[config.mk]
export PLATFORM = sky130hd
export DESIGN_NAME = axis_block_arbiter
export DESIGN_NICKNAME = d
export VERILOG_FILES = /design/src/rtl/axis_block_pkg.sv /design/src/rtl/axis_skid.sv /design/src/rtl/axis_block_arbiter.sv
export SDC_FILE = /design/constraint.sdc
export NUM_CORES = 1
export LEC_CHECK = 0
export CORE_MARGIN = 5
export CORE_UTILIZATION = 48
export CTS_BUF_LIST = sky130_fd_sc_hd__clkbuf_4 sky130_fd_sc_hd__clkbuf_8
export DETAILED_ROUTE_END_ITERATION = 10
export PLACE_DENSITY = 0.79
export SLEW_MARGIN = 20
export SYNTH_ARGS = -nofsm -noshare
export SYNTH_HDL_FRONTEND = slang
export SYNTH_HIERARCHICAL = 1
export SYNTH_SLANG_ARGS = --single-unit
export TNS_END_PERCENT = 5
[constraint.sdc]
create_clock -name aclk -period 2.2 [get_ports aclk]
set_input_delay 0.22 -clock aclk [delete_from_list [all_inputs] [get_ports aclk]]
set_output_delay 0.22 -clock aclk [all_outputs]
set_load 0.05 [all_outputs]
[src/rtl/axis_block_pkg.sv]
// Shared definitions for block-oriented AXI4-Stream blocks.
//   arb_state_t  : arbiter states (IDLE, GRANT0, GRANT1)
//   count_width  : width of a beat counter covering 0..block_size-1
//   is_pow2      : legality check for block-size parameters
package axis_block_pkg;

  typedef enum logic [1:0] {
    IDLE   = 2'd0,
    GRANT0 = 2'd1,
    GRANT1 = 2'd2
  } arb_state_t;

  function automatic int count_width(input int block_size);
    return (block_size > 1) ? $clog2(block_size) : 1;
  endfunction

  function automatic bit is_pow2(input int n);
    return (n > 1) && ((n & (n - 1)) == 0);
  endfunction

endpackage

[src/rtl/axis_skid.sv]
// Two-entry register buffer for a valid/ready stream.
// All outputs come straight from flops. The input ready is registered and
// means "second entry will be empty", so a beat offered while ready is high
// always has somewhere to go even if the output stalls in the same cycle.
// Ports:
//   aclk, aresetn            clock, async active-low reset
//   s_valid/s_ready/s_data   upstream side
//   m_valid/m_ready/m_data   downstream side (data0 drives m_*)
module axis_skid #(
  parameter int WIDTH = 10
) (
  input  logic             aclk,
  input  logic             aresetn,
  input  logic             s_valid,
  output logic             s_ready,
  input  logic [WIDTH-1:0] s_data,
  output logic             m_valid,
  input  logic             m_ready,
  output logic [WIDTH-1:0] m_data
);

  logic [WIDTH-1:0] data0, data1, data0_n, data1_n;
  logic             valid0, valid1, valid0_n, valid1_n;
  logic             ready_q;
  logic             push, pop;

  assign push = s_valid && ready_q;
  assign pop  = valid0 && m_ready;

  always_comb begin
    data0_n  = data0;
    data1_n  = data1;
    valid0_n = valid0;
    valid1_n = valid1;
    if (pop) begin
      if (valid1) begin
        // ready_q was low, so no push can coincide here
        data0_n  = data1;
        valid0_n = 1'b1;
        valid1_n = 1'b0;
      end else if (push) begin
        data0_n  = s_data;
        valid0_n = 1'b1;
      end else begin
        valid0_n = 1'b0;
      end
    end else if (push) begin
      if (!valid0) begin
        data0_n  = s_data;
        valid0_n = 1'b1;
      end else begin
        data1_n  = s_data;
        valid1_n = 1'b1;
      end
    end
  end

  always_ff @(posedge aclk or negedge aresetn) begin
    if (!aresetn) begin
      data0   <= '0;
      data1   <= '0;
      valid0  <= 1'b0;
      valid1  <= 1'b0;
      ready_q <= 1'b0;
    end else begin
      data0   <= data0_n;
      data1   <= data1_n;
      valid0  <= valid0_n;
      valid1  <= valid1_n;
      ready_q <= !valid1_n;
    end
  end

  assign s_ready = ready_q;
  assign m_valid = valid0;
  assign m_data  = data0;

endmodule

[src/rtl/axis_block_arbiter.sv]
// Two-input AXI4-Stream arbiter that hands the output to one source for a
// whole block. A block ends on the owner's tlast or after BLOCK_SIZE beats,
// whichever comes first; that beat leaves with m_axis_tlast=1. Ties in IDLE
// go to the source not granted last (s0 wins the first tie).
// Ports:
//   aclk, aresetn                         clock, async active-low reset
//   s0_axis_*, s1_axis_*                  requester streams
//   m_axis_tdata/tlast/tid/tvalid/tready  shared block stream, tid = source
//   grant                                 one-hot owner, 00 when idle
module axis_block_arbiter
  import axis_block_pkg::*;
#(
  parameter int BLOCK_SIZE = 512,
  parameter int DATA_WIDTH = 8
) (
  input  logic                  aclk,
  input  logic                  aresetn,
  input  logic [DATA_WIDTH-1:0] s0_axis_tdata,
  input  logic                  s0_axis_tlast,
  input  logic                  s0_axis_tvalid,
  output logic                  s0_axis_tready,
  input  logic [DATA_WIDTH-1:0] s1_axis_tdata,
  input  logic                  s1_axis_tlast,
  input  logic                  s1_axis_tvalid,
  output logic                  s1_axis_tready,
  output logic [DATA_WIDTH-1:0] m_axis_tdata,
  output logic                  m_axis_tlast,
  output logic                  m_axis_tid,
  output logic                  m_axis_tvalid,
  input  logic                  m_axis_tready,
  output logic [1:0]            grant
);

  localparam int CW = count_width(BLOCK_SIZE);
  localparam logic [CW-1:0] CNT_LAST = CW'(BLOCK_SIZE - 1);

  if (!is_pow2(BLOCK_SIZE)) begin : g_size_check
    $error("axis_block_arbiter: BLOCK_SIZE must be a power of two greater than 1");
  end

  arb_state_t            state, state_n;
  logic [CW-1:0]         count;
  logic                  last_grant;
  logic                  own_valid, own_last, own_id;
  logic [DATA_WIDTH-1:0] own_data;
  logic                  skid_ready;
  logic                  accept, block_end;
  logic [DATA_WIDTH+1:0] skid_out;

  always_comb begin
    own_valid = 1'b0;
    own_last  = 1'b0;
    own_data  = '0;
    own_id    = 1'b0;
    case (state)
      GRANT0: begin
        own_valid = s0_axis_tvalid;
        own_last  = s0_axis_tlast;
        own_data  = s0_axis_tdata;
        own_id    = 1'b0;
      end
      GRANT1: begin
        own_valid = s1_axis_tvalid;
        own_last  = s1_axis_tlast;
        own_data  = s1_axis_tdata;
        own_id    = 1'b1;
      end
      default: ;
    endcase
  end

  assign accept    = own_valid && skid_ready;
  // Source tlast and a full count on the same beat form one boundary.
  assign block_end = own_last || (count == CNT_LAST);

  assign s0_axis_tready = (state == GRANT0) && skid_ready;
  assign s1_axis_tready = (state == GRANT1) && skid_ready;
  assign grant          = {state == GRANT1, state == GRANT0};

  always_comb begin
    state_n = state;
    case (state)
      IDLE: begin
        if (s0_axis_tvalid && s1_axis_tvalid)
          state_n = last_grant ? GRANT0 : GRANT1;
        else if (s0_axis_tvalid)
          state_n = GRANT0;
        else if (s1_axis_tvalid)
          state_n = GRANT1;
      end
      GRANT0, GRANT1: begin
        if (accept && block_end)
          state_n = IDLE;
      end
      default: state_n = IDLE;
    endcase
  end

  always_ff @(posedge aclk or negedge aresetn) begin
    if (!aresetn) begin
      state      <= IDLE;
      count      <= '0;
      last_grant <= 1'b1;
    end else begin
      state <= state_n;
      if (accept) begin
        count <= block_end ? '0 : count + 1'b1;
        if (block_end)
          last_grant <= own_id;
      end
    end
  end

  axis_skid #(
    .WIDTH(DATA_WIDTH + 2)
  ) u_skid (
    .aclk    (aclk),
    .aresetn (aresetn),
    .s_valid (own_valid),
    .s_ready (skid_ready),
    .s_data  ({own_id, block_end, own_data}),
    .m_valid (m_axis_tvalid),
    .m_ready (m_axis_tready),
    .m_data  (skid_out)
  );

  assign m_axis_tid   = skid_out[DATA_WIDTH+1];
  assign m_axis_tlast = skid_out[DATA_WIDTH];
  assign m_axis_tdata = skid_out[DATA_WIDTH-1:0];

endmodule

# --- Word-level counts from Yosys, hierarchy flattened ---
# Cells that the tools add are included.
totals:
  register_bits: 35
  input_bits: 23
op_classes:
  add_sub_neg: 1
  n_eq_ne: 6
  mux: 23
  n_bitwise: 1
  reduce_logical: 16
op_table:
  columns: ["cell", "count"]
  rows:
  - ["$mux 10", 5]
  - ["$pmux 8 s2", 1]
  - ["$mux 2", 5]
  - ["$add 9x1->9 const B", 1]
  - ["$eq 9x9->1 const B", 1]
  - ["$mux 9", 1]
  - ["$mux 1", 8]
  - ["$logic_and 1x1->1", 6]
  - ["$reduce_and 3->1", 2]
  - ["$ne 2x2->1 const B", 2]
  - ["$ne 4x4->1 const B", 1]
  - ["$pmux 1 s2", 2]
  - ["$pmux 2 s2", 1]
  - ["$reduce_and 2->1", 2]
  - ["$reduce_bool 2->1", 2]
  - ["$eq 2x1->1 const B", 1]
  - ["$eq 2x2->1 const B", 1]
  - ["$logic_not 2->1", 1]
  - ["$reduce_or 2->1", 1]
  - ["$logic_not 1->1", 1]
  - ["$logic_or 1x1->1", 1]
  - ["$not 1->1", 1]

# --- Depth between registers and ports, before layout ---
# Gate-level depths: netlist (run 1).
logic_depth:
  depth_word: 6
  depth_mapped: 10

# --- Hierarchy ---
# Netlist (run 1), hierarchy kept.
by_module_without_submodules:
  columns: ["mod", "n_inst", "cells_each", "area_each_um2", "seq_area_each_um2"]
  rows:
  - ["axis_skid", 1, 90, 1058.5, 575.6]
  - ["axis_block_arbiter", 1, 97, 894.6, 301.5]

# --- Least setup slack after synthesis (run 1) ---
# OpenSTA, ideal clock, no wires.
synth_timing:
  kind: "reg-to-reg"
  start: "reg state[1]"
  end: "reg u_skid.data0[0] (netlist: u_skid/m_data[0])"
  setup_ns: 0.125
  arrival_time_ns: 2.161
  required_time_ns: 2.075
  slack_ns: -0.086
  path_stages_with_launch: 8
  synth_period_minus_slack_ns: 2.286
  path_cell_list: "dfrtp_1 > inv_1 > ha_1 > a22o_2 > and2_1 > nand2_1 > a21oi_4 > mux2_2"
synth_via:
  elab_chain_len: 5
  word_cells_on_any_way: 13
  classes_between: "eq/ne: 2; mux: 7; reduce/logical: 4"
synth_rtl:
  columns: ["item", "line", "text"]
  rows:
  - ["from (decl)", "axis_block_arbiter.sv:41", "arb_state_t state, state_n;"]
  - ["from (signal assigned)", "axis_block_arbiter.sv:105", "state <= state_n;"]
  - ["$eq 2x1->1 *", null, null]
  - ["named net grant[0]", "axis_block_arbiter.sv:31", "output logic [1:0] grant"]
  - ["$pmux 1 s2 *", "axis_block_arbiter.sv:55", "case (state)"]
  - ["named net own_valid", "axis_block_arbiter.sv:44", "logic own_valid, own_last, own_id;"]
  - ["$logic_and 1x1->1 *", "axis_skid.sv:27", "assign push = s_valid && ready_q;"]
  - ["$reduce_bool 2->1 (no source line)", null, null]
  - ["$reduce_and 3->1 (no source line) *", null, null]
  - ["to (signal assigned)", "axis_skid.sv:66", "data0 <= data0_n;"]
  - ["to (decl)", "axis_skid.sv:22", "logic [WIDTH-1:0] data0, data1, data0_n, data1_n;"]
# The timed path passes the listed nets; every way through them passes the cells marked *. The select of a mux whose other input is x is not followed.
# A chain may end at the register's enable or synchronous reset.

# --- Worst setup path after layout (run 1) ---
layout_timing:
  start: "reg state[0]"
  end: "reg u_skid.data0[0] (netlist: u_skid/m_data[0])"
layout_via:
  elab_chain_len: 5
  word_cells_on_any_way: 13
  classes_between: "eq/ne: 2; mux: 7; reduce/logical: 4"
layout_rtl:
  columns: ["item", "line"]
  rows:
  - ["$eq 2x2->1 or $eq 2x1->1 (tied branches)", "axis_block_arbiter.sv:55"]
  - ["$pmux 1 s2 *", "axis_block_arbiter.sv:55"]
  - ["named net own_valid", "axis_block_arbiter.sv:44"]
  - ["$logic_and 1x1->1 *", "axis_skid.sv:27"]
  - ["$reduce_bool 2->1 (no source line)", null]
  - ["$reduce_and 3->1 (no source line) *", null]
# Marked as above.

==> results of run 1 <==
==> final cells by class <==
| cell class | count | area [sq um] |
|---|---|---|
| fillers | 315 | 1450 |
| repair buffers | 44 | 438 |
| inverters | 14 | 55.1 |
| flip-flops and latches | 35 | 877 |
| well taps | 50 | 62.6 |
| multi-input cells | 129 | 986 |
| clock buffers | 8 | 104 |
==> cells in the mapped netlist, types with 5 or more instances <==
library cell	instances
a22o_1	5
a22oi_1	8
and2_1	5
clkbuf_1	7
dfrtp_1	34
ha_1	5
inv_1	13
mux2_2	18
nand2_1	14
nand3_1	6
nand4_1	11
nor2_1	6
nor2b_1	10
o21ai_0	15
==> timing repair <==
| action | CTS | global route |
|---|---|---|
| gates resized for setup | 0 | 2 |
| endpoints found under the setup margin | 0 | 10 |
| buffers inserted | 0 | 2 |
==> final timing paths <==
check / to / slack (ns) / cells after the start
max: u_skid/m_data[0]$_DFFE_PN0P_ / 0.07 / 8
min: count[6]$_DFFE_PN0P_ / 0.35 / 2
max reg2reg: u_skid/m_data[0]$_DFFE_PN0P_ / 0.07 / 8
min reg2reg: last_grant$_DFFE_PN1P_ / 0.48 / 2
max in group asynchronous: last_grant$_DFFE_PN1P_ / 1.52 / 2
min in group aclk: last_grant$_DFFE_PN1P_ / 0.48 / 2
==> power by group through the flow <==
stage | clock network, mW | registers [mW] | logic [mW]
after floorplan | 0 | 1.34 | 1.09
after global placement | 0 | 1.06 | 1.92
after detailed placement | 0 | 1.07 | 1.95
after CTS | 0.527 | 1.06 | 1.96
after global routing | 0.554 | 1.09 | 2.15
final | 0.517 | 1.06 | 2.00
==> logic make-up after synthesis <==
logic type	after synthesis	synth area share
adder cells (fa/ha/maj)	5	0.0320
AO/OA/AOI/OAI	39	0.150
AND/OR/NAND/NOR	62	0.186
flip-flops	35	0.449
multiplexers	23	0.131
buffers and inverters	23	0.0513
==> metrics by stage <==
step	area [sq um]	utilization	setup WS, ns	cells
floorplan	1960	-	0.0930	187
global placement	2380	0.600	0.0820	270
detailed placement	2380	0.600	0.0248	270
CTS	2490	0.626	0.0103	278
global route	2520	0.635	-0.0392	280
finish	2520	0.635	0.0729	280
==> sequential cells by signal, summed over array words and instances, names as in the netlist <==
| name | flops |
|---|---|
| u_skid/data1 | 10 |
| u_skid/m_data | 10 |
| count | 9 |
| state | 2 |
| last_grant | 1 |
| u_skid/m_valid | 1 |
| u_skid/s_ready | 1 |
| u_skid/valid1 | 1 |
==> metal layers <==
layer,wire (um),share of wire,vias up,track usage
met2,2120,0.48,34,0.250
met5,0,0,-,0
met4,40,0.0090,0,0.0604
met1,2100,0.47,753,0.255
met3,186,0.042,2,0.0397
li1,-,-,750,-
==> impl_metrics.ini, run 1 <==
[sta]
finalCritPeriodShare = 0.967
tightest_slew_ns = 0.503
min_period_ns = 2.13
clock_skew_ns = 0.00493
whs_ns = 0.351
fin_setup_tns_ns = 0
fmax_mhz = 470
slew_headroom = 0.664
hold_viol = 0
drv_slew = 0
setup-violations-final = 0

[route]
wirelength_mm = 4.45
num_vias = 1539
drt_iter0_drc = 96
ant_nets = 0
first_pass_iters = 4
viasPerCell = 5.50
wl_per_cell_um = 15.9
drcViolationCount = 0

[clocking]
clkSinkCount = 35
cts_buffers = 5
postCtsHoldBufs = 0
clock_path_buffers = 2
clk_pin_slew_ns = 0.07
cts_tree = done
cts-root-buf = clkbuf_8
insertion_delay_ns = 0.28
htreeDepth = 2

[synthesis]
avgSynthCellArea_sq_um = 10.4
synth-edff-count = 0
ys.flop_type = dfrtp_1
netlist_area_sq_um = 1950
ys_types = 36
async_reset_ff_frac = 1.00
yosys-top-cells-area = dfrtp_1 44%, mux2_2 10%, o21ai_0 3.8%, nand4_1 3.5%, ha_1 3.2%
synth_area_leader_cell = dfrtp_1
yosysSeqAreaShare = 0.449
ys_ff_latch = 35
synth_top_area_share = 0.436
syn_nets = 215
syn_inst = 187
ys_warn_count = 6

[floorplan]
ios = 38
rows = 23
start_util = 0.492
die-height_um = 73.8
core_area_sq_um = 3970
die-area_sq_um = 5440
fp.dieW_um = 73.8

[worst_setup_path]
r2r_start = state[0]$_DFFE_PN0P_
cp-startpoint = state[0]$_DFFE_PN0P_
cp.required_ns = 2.36
critPathBufInv = 2
critPathKind = register to register
critPathCaptureType = register
crit_path_max_fanout = 10
cp_top_family = compound AO/OA/AOI/OAI gates
crit_path_cell_trace = inv_1, ha_2, a22o_2, and2_1, nand2_1, a21oi_4, buf_12, mux2_2
arrival_ns = 2.29
worst_path_max_delay_cell = dfrtp_1
cp-start-kind = register
slowest_delay_ns = 0.39

[global_routing]
overflow = 0
gr-usage-all-layers = 0.174
grt_pass1_wl_mm = 7.14
grt_pass1_vias = 1476
antenna_found_initial = 0
grt_max_degree = 36

[hold_path]
hold_path.class = input port to asynchronous set/reset pin

[pwr]
p_leak_nw = 1.11
p_int_mw = 2.00
ir_drop_mv = 0.828
power_density_nw_per_um2 = 1420
switching_power_mw = 1.58
clkPwrFrac = 0.144
power_switching_share = 0.441
comb_power_share = 0.559
seq_power_share = 0.297
p_total_mw = 3.58

[final_layout]
mostFrequentLayoutCells = 34 x dfrtp_1, 33 x clkdlybuf4s50_1, 18 x mux2_2
drive_above_1_share = 0.230
layout_commonest_cell = dfrtp_1
syn_to_final_growth_pct = 29.1
n_antenna_cell = 0
nets = 257

[run]
drv_cap = 0

[status]
outcome = finished, final reports clean

[place]
place_congestion = 0.781
io_buffers = 37
detailed_place_hpwl_mm = 3.04
No activity file was read; power rests on OpenSTA's default activity.
==> inputs of run 2 (changes only) <==
--- a/config.mk
+++ b/config.mk
@@ -5,7 +5,8 @@
 export SDC_FILE = /design/constraint.sdc
 export NUM_CORES = 1
 export LEC_CHECK = 0
-export CORE_MARGIN = 5
+export ABC_CLOCK_PERIOD_IN_PS = 2200
+export CORE_MARGIN = 4
 export CORE_UTILIZATION = 48
 export CTS_BUF_LIST = sky130_fd_sc_hd__clkbuf_4 sky130_fd_sc_hd__clkbuf_8
 export DETAILED_ROUTE_END_ITERATION = 10
==> run 2 against run 1 <==
  * Die area is 5.3% lower
  * Wire length is 1.2% lower
  * Flip-flop and latch count stayed put
  * Register-to-register slack better by 0.02 ns
  * Sequential power hardly changed
  * Cell area is 0.74% higher
  * Via count is 0.45% higher
  * Non-clock buffer count is 2 higher
==> impl_metrics.ini, run 2 (synthesis results as in run 1) <==
[floorplan]
fp.dieW_um = 71.8
rows = 22
ios = 38
core_area_sq_um = 3800
die-height_um = 71.8
die-area_sq_um = 5150
start_util = 0.514

[clocking]
cts-root-buf = clkbuf_8
cts_resized = 0
htreeDepth = 2
postCtsHoldBufs = 0
insertion_delay_ns = 0.29
cts_buffers = 5
clk_pin_slew_ns = 0.08
cts_setup_buffers = 0
clock_path_buffers = 2
cts_tree = done
clkSinkCount = 35

[sta]
tightest_slew_ns = 0.502
fin_setup_tns_ns = 0
slew_headroom = 0.664
clock_skew_ns = 0.0113
setup-violations-final = 0
rsz0062_at_grt = false
hold_viol = 0
min_period_ns = 2.10
fmax_mhz = 475
finalCritPeriodShare = 0.956
drv_slew = 0

[pwr]
clkPwrFrac = 0.163
switching_power_mw = 1.59
power_density_nw_per_um2 = 1450
ir_drop_mv = 0.715
p_int_mw = 2.09
p_total_mw = 3.67
comb_power_share = 0.556
seq_power_share = 0.281
p_leak_nw = 1.13
power_switching_share = 0.432

[final_layout]
nFillCells = 313
layout_commonest_cell = dfrtp_1
n_antenna_cell = 0
mostFrequentLayoutCells = 34 x dfrtp_1, 33 x clkdlybuf4s50_1, 18 x mux2_2
nets = 259
drive_above_1_share = 0.228
syn_to_final_growth_pct = 30.1

[worst_setup_path]
critPathCaptureType = register
critPathKind = register to register
arrival_ns = 2.28
cp-start-kind = register
slowest_delay_ns = 0.39
cp.required_ns = 2.38
worst_path_max_delay_cell = dfrtp_1
crit_path_max_fanout = 3
crit_path_cell_trace = inv_1, ha_1, a22o_2, and2_1, nand2_1, a21oi_4, buf_4, mux2_2

[global_routing]
overflow = 0
antenna_found_initial = 0
grt_pass1_wl_mm = 7.50
gr-usage-all-layers = 0.183
grt_pass1_vias = 1663
grt_max_degree = 36

[route]
viasPerCell = 5.52
wirelength_mm = 4.39
num_vias = 1546
drt_iter0_drc = 79
first_pass_iters = 4
wl_per_cell_um = 15.7
drcViolationCount = 0
ant_nets = 0

[hold_path]
hold_path.class = input port to asynchronous set/reset pin

[place]
place_congestion = 0.790
io_buffers = 37
detailed_place_hpwl_mm = 3.09

[status]
outcome = finished, final reports clean

[run]
drv_cap = 0
run 2: changes by cell type in the layout (fill, tap and decap cells not counted), sizes merged:
cell    before  now
clkinv       0    1
bufinv       0    1
buf         11   13
clkbuf       8    6
run 2: final timing paths:
path / from / to / slack [ns] / cells past startpoint
setup / recovery: state[0]$_DFFE_PN0P_ / u_skid/m_data[7]$_DFFE_PN0P_ / 0.1 / 8
hold / removal: aresetn / state[1]$_DFFE_PN0P_ / 0.35 / 2
setup reg to reg: state[0]$_DFFE_PN0P_ / u_skid/m_data[7]$_DFFE_PN0P_ / 0.1 / 8
hold reg to reg: last_grant$_DFFE_PN1P_ / last_grant$_DFFE_PN1P_ / 0.49 / 2
max in group asynchronous: aresetn / last_grant$_DFFE_PN1P_ / 1.51 / 2
min in group aclk: last_grant$_DFFE_PN1P_ / last_grant$_DFFE_PN1P_ / 0.49 / 2
run 2: power groups by stage:
| stage | clock network (mW) | registers [mW] | logic, mW |
|---|---|---|---|
| 3_3_place_gp | 0 | 1.04 | 1.94 |
| 3_5_place_dp | 0 | 1.04 | 1.98 |
| 5_1_grt | 0.640 | 1.06 | 2.18 |
| 6_report | 0.599 | 1.03 | 2.04 |
| 4_1_cts | 0.609 | 1.03 | 1.99 |
| 2_1_floorplan | 0 | 1.34 | 1.09 |
run 2: per-stage QoR:
stage	setup WS, ns	hold slack [ns]	utilization	cells	instance area [sq um]
2_1_floorplan	0.0930	-0.0756	-	187	1960
3_3_place_gp	0.0922	0.461	0.629	269	2390
3_5_place_dp	0.0295	0.477	0.629	269	2390
4_1_cts	0.0472	0.365	0.660	277	2510
5_1_grt	0.00549	0.405	0.669	280	2540
6_report	0.0968	0.349	0.669	280	2540
run 2: per-layer routing:
layer,up-vias,part of all wire,GRT usage
li1,750,-,-
met2,33,0.49,0.312
met1,756,0.45,0.227
met3,7,0.042,0.0407
met4,0,0.014,0.0626
met5,-,0,0
run 2: cell type report:
class | instances | area [sq um] | share of cell area
Clock buffer | 6 | 82.6 | 0.0325
Multi-Input combinational cell | 129 | 978 | 0.385
Inverter | 14 | 55.1 | 0.0217
Tap cell | 48 | 60.1 | 0.0236
Clock inverter | 2 | 35.0 | 0.0138
Timing Repair Buffer | 46 | 453 | 0.178
Sequential cell | 35 | 877 | 0.345
run 2: critical path, delay by kind of cell (launching register included):
kind | cells | cell delay, ns
DFF | 1 | 0.39
adders and majority gates | 1 | 0.22
AOI/OAI and AO/OA | 2 | 0.45
muxes | 1 | 0.33
and+or+nand+nor | 2 | 0.34
buffers and inverters | 2 | 0.27
